**src/rtl/add_if.sv**
```systemverilog
// -----------------------------------------------------------------------------
// add_if : registered WIDTH-bit unsigned adder with optional subtract.
//
// One-clock latency. Operands sampled on a rising edge with in_valid = 1
// produce a WIDTH+1 bit result on sum immediately after that edge. The MSB
// of sum is the carry-out for an add, or the borrow (a < b) for a subtract.
// When in_valid = 0 the previous result and zero flag are held and out_valid
// drops. All outputs come straight from flops.
//
// Parameters
//   WIDTH   operand width in bits (1..32)
//   SUB_EN  1 = op selects add/subtract, 0 = add only (op ignored)
//
// Ports
//   clk        in   rising-edge clock
//   rst        in   synchronous active-high reset (sum=0, out_valid=0, zero=1)
//   a, b       in   WIDTH-bit unsigned operands
//   in_valid   in   operands valid this cycle
//   op         in   0 = add, 1 = subtract (a - b)
//   sum        out  WIDTH+1 bit registered result
//   out_valid  out  sum was produced by the most recent edge
//   zero       out  low WIDTH bits of the stored result are all zero
// -----------------------------------------------------------------------------
module add_if #(
    parameter int          WIDTH  = 4,
    parameter int unsigned SUB_EN = 0
) (
    input  logic             clk,
    input  logic             rst,
    input  logic [WIDTH-1:0] a,
    input  logic [WIDTH-1:0] b,
    input  logic             in_valid,
    input  logic             op,
    output logic [WIDTH:0]   sum,
    output logic             out_valid,
    output logic             zero
);

    // Zero detect over the data bits only; the carry/borrow bit is excluded.
    function automatic logic low_bits_zero(input logic [WIDTH:0] value);
        return (value[WIDTH-1:0] == {WIDTH{1'b0}});
    endfunction

    logic [WIDTH:0] a_ext_s;
    logic [WIDTH:0] b_ext_s;
    logic           sub_sel_s;
    logic [WIDTH:0] result_s;
    logic           result_zero_s;

    logic [WIDTH:0] sum_r;
    logic           out_valid_r;
    logic           zero_r;

    // Datapath: zero-extend operands and form the add or subtract result.
    always_comb begin
        a_ext_s       = {1'b0, a};
        b_ext_s       = {1'b0, b};
        sub_sel_s     = 1'b0;
        result_s      = {(WIDTH+1){1'b0}};
        result_zero_s = 1'b1;

        if (SUB_EN != 32'd0) begin
            sub_sel_s = op;
        end else begin
            sub_sel_s = 1'b0;
        end

        // With both operands below 2^WIDTH, the WIDTH+1 bit two's complement
        // difference has its MSB set exactly when a < b, i.e. the borrow.
        if (sub_sel_s) begin
            result_s = a_ext_s - b_ext_s;
        end else begin
            result_s = a_ext_s + b_ext_s;
        end

        result_zero_s = low_bits_zero(result_s);
    end

    // Result registers: reset wins over a coincident valid; idle cycles hold.
    always_ff @(posedge clk) begin
        if (rst) begin
            sum_r       <= {(WIDTH+1){1'b0}};
            out_valid_r <= 1'b0;
            zero_r      <= 1'b1;
        end else if (in_valid) begin
            sum_r       <= result_s;
            out_valid_r <= 1'b1;
            zero_r      <= result_zero_s;
        end else begin
            out_valid_r <= 1'b0;
        end
    end

    assign sum       = sum_r;
    assign out_valid = out_valid_r;
    assign zero      = zero_r;

endmodule

```
**config.mk**
```make
export PLATFORM = sky130hd
export DESIGN_NAME = add_if
export DESIGN_NICKNAME = d
export VERILOG_FILES = /design/src/rtl/add_if.sv
export SDC_FILE = /design/constraint.sdc
export NUM_CORES = 1
export LEC_CHECK = 0
export BUFFER_PORTS_ARGS = -buffer_cell sky130_fd_sc_hd__buf_2
export CORE_AREA = 2 2 39 41
export CTS_BUF_LIST = sky130_fd_sc_hd__clkbuf_2
export DETAILED_ROUTE_END_ITERATION = 16
export DIE_AREA = 0 0 41 43
export SLEW_MARGIN = 5
export SYNTH_ARGS = -nofsm -noshare
export SYNTH_HDL_FRONTEND = slang
export SYNTH_SLANG_ARGS = --single-unit
```
**constraint.sdc**
```tcl
create_clock -name clk -period 2.25 [get_ports clk]
set_input_delay 0.1125 -clock clk [delete_from_list [all_inputs] [get_ports clk]]
set_output_delay 0.1125 -clock clk [all_outputs]
set_load 0.1 [all_outputs]
```
==> run metrics, run 1 <==
PostCTS Resize Cnt 0; CTS max path bufs 2; Post-DP HPWL 624 um; largest area contributor in the netlist dfxtp_1; critical setup path kind input pin to register; worst vdd ir 0.279 mV; Syn Nets 59; WL final 763 um; Worst-path clk slew 0.07 ns; Layout Nets 79; Iteration-0 DRC Markers 0; CP max stage cell or4b_2; CP Capture Type register; fin crit period 1.69 ns; Crit path largest cell delay 0.64 ns; outcome completed; H-tree depth 1; synth warn 0; critical-path cell list buf_2 > ha_1 > fa_1 > or4b_2 > nor4_1 > or4_1; Layout area overhead 28.7%; Leak 0.261 nW; root buf cell clkbuf_2; Via density 4.81; post-synth top area share 0.341; critical path launch point type input pin; first-pass GRT wire length 1260 um; hold_ws 0.157 ns; Power Total 0.382 mW; final number of setup-violating endpoints 0; Max-slew headroom 0.680; row count 14; # DRC 0; core area 1380 um2; Initial Util 0.297; count leader, synth dfxtp_1; Chip Height 43 um; cell area after synthesis 410 um2; critical-path maximum fanout 3; number of synthesized flops with an enable pin 0; area of the multi-input gates 259 um2; Worst EP required 2.43 ns; largest net degree at the start of global routing 13; CTS tree done; RSZ-0062 raised after global routing no; register bit count reported by yosys 7; P per Cell Area 724 nW/um2; commonest cells in the netlist dfxtp_1, ha_1, nor2_1; Arr. time, crit path 1.87 ns; Synth cell types 22; # clock sinks 7; register area share after synthesis 0.341; Syn Inst Count 42; Top FF cell, synth dfxtp_1; setup TNS 0 ns; CTS Buf Count 3; Final Hold Viols 0; I/O Pins 19; Storage cell area 140 um2; worst skew pair latency 0.23 ns; dpl ws 0.318 ns; Layout Skew 0 ns; final RePlAce weighted congestion 0.744; slew at the pin with the worst max-slew slack 0.484 ns; Fmax achieved 591 MHz; die area 1760 um2; Tcrit/Tclk final 0.752; Util after Layout 0.382; sum of buffers and inverters on the critical path 1; Pre-Repair DR Iteration Count 1; Remaining Overflow, GRT 0; IO Port Bufs 17; final worst slack 0.559 ns; Post-CTS Setup Bufs 0; via count 370; number of fill cells 146; drt wl/cell 9.91 um; layout cell share with drive strength beyond 1 0.410; largest cells by area after synthesis dfxtp_1, ha_1, mux2i_1; max-slew violation count 0; Die Wd 41 um; # diodes 0; Max-Cap Viols 0; initial antenna violation count 0; Worst Hold Class input pin to register; GRT Total Usage 0.109; cts hold-fix bufs 0; DRT antenna net count 0; Syn Area/Cell 9.77 um2; CP delay by family, top simple AND/OR/NAND/NOR gates; Post-synth ARST share 0; vias in the first global route 318
==> area by class of cell <==
type / count / area share
clock buffers: 4 / 0.0379
well taps: 16 / 0.0379
multi-input cells: 32 / 0.491
repair buffers: 17 / 0.161
inverters: 1 / 0.00711
flip-flops and latches: 7 / 0.265
==> registers in the layout (all words and copies together), names as in the netlist <==
register / cells
zero: 1
out_valid: 1
sum: 5
==> report_power, final <==
| part | internal [mW] | total, mW | switching (mW) |
|---|---|---|---|
| Clock | 0.0473 | 0.0927 | 0.0454 |
| Combinational | 0.0384 | 0.151 | 0.112 |
| Sequential | 0.135 | 0.139 | 0.00407 |
==> kinds of logic (layout without fill, tap and decap cells) <==
family / Yosys count / after routing / share of synthesized area
AOI/OAI and AO/OA: 8 / 8 / 0.137
xor gates and xnor gates: 1 / 1 / 0.0213
adders and majority gates: 5 / 5 / 0.171
buffers and inverters: 3 / 22 / 0.0274
DFF: 7 / 7 / 0.341
muxes: 3 / 3 / 0.0732
and+or+nand+nor: 15 / 15 / 0.229
==> routing by layer <==
layer / share of wire / track usage / wire (um)
met1: 0.45 / 0.129 / 345
met2: 0.46 / 0.156 / 354
met3: 0.083 / 0.0942 / 63
met4: 0 / 0 / 0
met5: 0 / 0 / 0
==> cells in the final DEF, fill, tap and decap left out, types with 2 or more instances in the layout <==
| master | count |
|---|---|
| a211oi_1 | 2 |
| a21o_2 | 2 |
| a21oi_1 | 2 |
| buf_2 | 17 |
| clkbuf_2 | 4 |
| dfxtp_1 | 7 |
| ha_1 | 4 |
| mux2i_1 | 3 |
| nor2_1 | 4 |
| nor2b_1 | 2 |
| or4_1 | 2 |
==> stage by stage <==
| stage | std cells | cell area, um2 |
|---|---|---|
| 2_1_floorplan | 42 | 410 |
| 3_3_place_gp | 73 | 508 |
| 3_5_place_dp | 73 | 508 |
| 6_report | 77 | 528 |
| 5_1_grt | 77 | 528 |
| 4_1_cts | 77 | 528 |
==> worst paths after layout <==
kind         slack, ns  depth (start not counted)           startpoint                   to
max               0.56                          6                 a[0]    zero$_SDFFE_PP1P_
min               0.16                          2                  rst  sum[4]$_SDFFE_PP0P_
max reg2reg       1.33                          2    zero$_SDFFE_PP1P_    zero$_SDFFE_PP1P_
min reg2reg       0.49                          2  sum[1]$_SDFFE_PP0P_  sum[1]$_SDFFE_PP0P_
No activity file was read; power rests on OpenSTA's default activity.
==> inputs of run 2 (changes only) <==
Settings changed: ABC_AREA set to 1.
Clock period 2.25 ns to 1.6 ns, I/O delays scaled along.
==> run 2 against run 1 <==
Against the previous run:
- clock skew stayed put
- area after synthesis did not move
- combinational power increased by 34%
- die area unchanged
- largest cell class unchanged
==> run metrics, run 2 <==
outcome completed (unchanged); P per Cell Area 1000 nW/um2 (was 724 nW/um2); Syn Nets 71 (was 59); initial antenna violation count 0 (unchanged); Post-DP HPWL 639 um (was 624 um); Max-slew headroom 0.679 (was 0.680); Tcrit/Tclk final 0.699; critical-path cell list buf_2 > ha_1 > fa_1 > nand2_1 > clkinv_1 > nor2_2 > nor2_2 > nand3_1 > nand2_1 (was buf_2 > ha_1 > fa_1 > or4b_2 > nor4_1 > or4_1); CP delay by family, top adder cells (was simple AND/OR/NAND/NOR gates); GRT Total Usage 0.106 (was 0.109); number of synthesized flops with an enable pin 0 (unchanged); max-slew violation count 0 (unchanged); Layout area overhead 27.7% (was 28.7%); largest area contributor in the netlist dfxtp_1 (unchanged); Die Wd 41 um (unchanged); # DRC 0 (unchanged); critical path launch point type input pin (unchanged); IO Port Bufs 17 (unchanged); register bit count reported by yosys 7 (unchanged); first-pass GRT wire length 1310 um (was 1260 um); core area 1380 um2 (unchanged); Post-CTS Setup Bufs 0 (unchanged); post-synth top area share 0.341 (unchanged); Syn Area/Cell 7.60 um2 (was 9.77 um2); RSZ-0062 raised after global routing no (unchanged); CTS tree done (unchanged); Chip Height 43 um (unchanged); fin crit period 1.12 ns; Power Total 0.524 mW (was 0.382 mW); PostCTS Resize Cnt 0 (unchanged); # clock sinks 7 (unchanged); Leak 0.288 nW (was 0.261 nW); number of fill cells 150 (was 146); Remaining Overflow, GRT 0 (unchanged); Top FF cell, synth dfxtp_1 (unchanged); Fmax achieved 895 MHz; final RePlAce weighted congestion 0.771 (was 0.744); Crit path largest cell delay 0.39 ns (was 0.64 ns); final non-filler cell total 90 (was 77); most frequent cells in the layout buf_2, nor2_1, nand2_1 (was buf_2, dfxtp_1, nor2_1, ha_1, clkbuf_2); synth warn 0 (unchanged); critical-path maximum fanout 3 (unchanged); Initial Util 0.297 (unchanged); Via density 4.20 (was 4.81); Synth cell types 16 (was 22); setup TNS 0 ns (unchanged); cts hold-fix bufs 0 (unchanged); Pre-Repair DR Iteration Count 2 (was 1); root buf cell clkbuf_2 (unchanged); final number of setup-violating endpoints 0 (unchanged); Layout Nets 92 (was 79); CTS max path bufs 2 (unchanged); row count 14 (unchanged); register area share after synthesis 0.341 (unchanged); commonest cells in the netlist nor2_1, nand2_1, dfxtp_1, inv_1 (was dfxtp_1, ha_1, nor2_1); Cells after DPL 86 (was 73); worst vdd ir 0.315 mV (was 0.279 mV); count leader, synth nor2_1 (was dfxtp_1); Syn Inst Count 54 (was 42); vias in the first global route 330 (was 318); I/O Pins 19 (unchanged); via count 378 (was 370); DRT antenna net count 0 (unchanged); layout cell share with drive strength beyond 1 0.324 (was 0.410); Max-Cap Viols 0 (unchanged); sum of buffers and inverters on the critical path 2 (was 1); Post-synth ARST share 0 (unchanged); Arr. time, crit path 1.23 ns (was 1.87 ns); largest cells by area after synthesis dfxtp_1, ha_1, nor2_1 (was dfxtp_1, ha_1, mux2i_1); most common cell after layout, fill and taps aside buf_2 (unchanged); cell area after synthesis 410 um2 (unchanged); Layout Skew 0 ns (unchanged); CP max stage cell fa_1 (was or4b_2); slew at the pin with the worst max-slew slack 0.484 ns (about the same); CTS Buf Count 3 (unchanged); Worst-path clk slew 0.07 ns (about the same); max reg flops 5 (unchanged); WL final 752 um (was 763 um); worst skew pair latency 0.22 ns (was 0.23 ns); Iteration-0 DRC Markers 5 (was 0); die area 1760 um2 (unchanged); critical setup path kind input pin to register (unchanged); # diodes 0 (unchanged); CP Capture Type register (unchanged); largest net degree at the start of global routing 10 (was 13); Worst Hold Class input pin to register (unchanged); Final Hold Viols 0 (unchanged); Worst EP required 1.72 ns (was 2.43 ns); H-tree depth 1 (unchanged); drt wl/cell 8.36 um (was 9.91 um)
[run 2: final cells by class]
| class | instances | area [um2] | area share |
|---|---|---|---|
| Tap cell | 16 | 20.0 | 0.0382 |
| Sequential cell | 7 | 140 | 0.267 |
| Multi-Input combinational cell | 38 | 229 | 0.437 |
| Clock buffer | 4 | 20.0 | 0.0382 |
| Inverter | 8 | 30.0 | 0.0573 |
| Timing Repair Buffer | 17 | 85.1 | 0.162 |
[run 2: metrics by stage]
stage	hold WS, ns	util	cell area (um2)	setup WS (ns)
global route	0.102	0.379	524	0.373
finish	0.110	0.379	524	0.482
floorplan	0.149	-	410	0.330
detailed placement	0.344	0.364	504	0.251
CTS	0.0955	0.379	524	0.488
global placement	0.337	0.364	504	0.248
[run 2: final timing paths]
| path | start | to | slack, ns | cells after the start |
|---|---|---|---|---|
| worst max-delay path | a[0] | zero$_SDFFE_PP1P_ | 0.48 | 9 |
| worst min-delay path | rst | sum[0]$_SDFFE_PP0P_ | 0.11 | 2 |
| worst max register to register | sum[2]$_SDFFE_PP0P_ | sum[2]$_SDFFE_PP0P_ | 0.96 | 4 |
| worst min register to register | sum[0]$_SDFFE_PP0P_ | sum[0]$_SDFFE_PP0P_ | 0.46 | 2 |
[run 2: cells by family (layout without fill, tap and decap cells)]
logic type | after synthesis | count (layout) | synth area share
and+or+nand+nor | 25 | 25 | 0.277
buffers and inverters | 9 | 29 | 0.101
adders and majority gates | 5 | 5 | 0.171
DFF | 7 | 7 | 0.341
AOI/OAI and AO/OA | 8 | 8 | 0.110
[run 2: worst register-to-register path, delay by kind of cell, from the launching register on]
family,cells,cell delay [ns]
flops,1,0.31
simple gates,2,0.12
compound gates,1,0.06
buf+inv,1,0.05
[run 2: per-layer routing]
layer  track usage  wire, um  vias to the layer above
li1              -         -                      213
met1         0.142       344                      156
met2         0.153       367                        9
met3        0.0157        41                        0
met4        0.0600         0                        0
met5             0         0                        -
[run 2: power by group]
| part | total, mW | internal [mW] | switching [mW] |
|---|---|---|---|
| registers | 0.193 | 0.188 | 0.00541 |
| logic | 0.202 | 0.0480 | 0.154 |
| clock network | 0.129 | 0.0665 | 0.0621 |
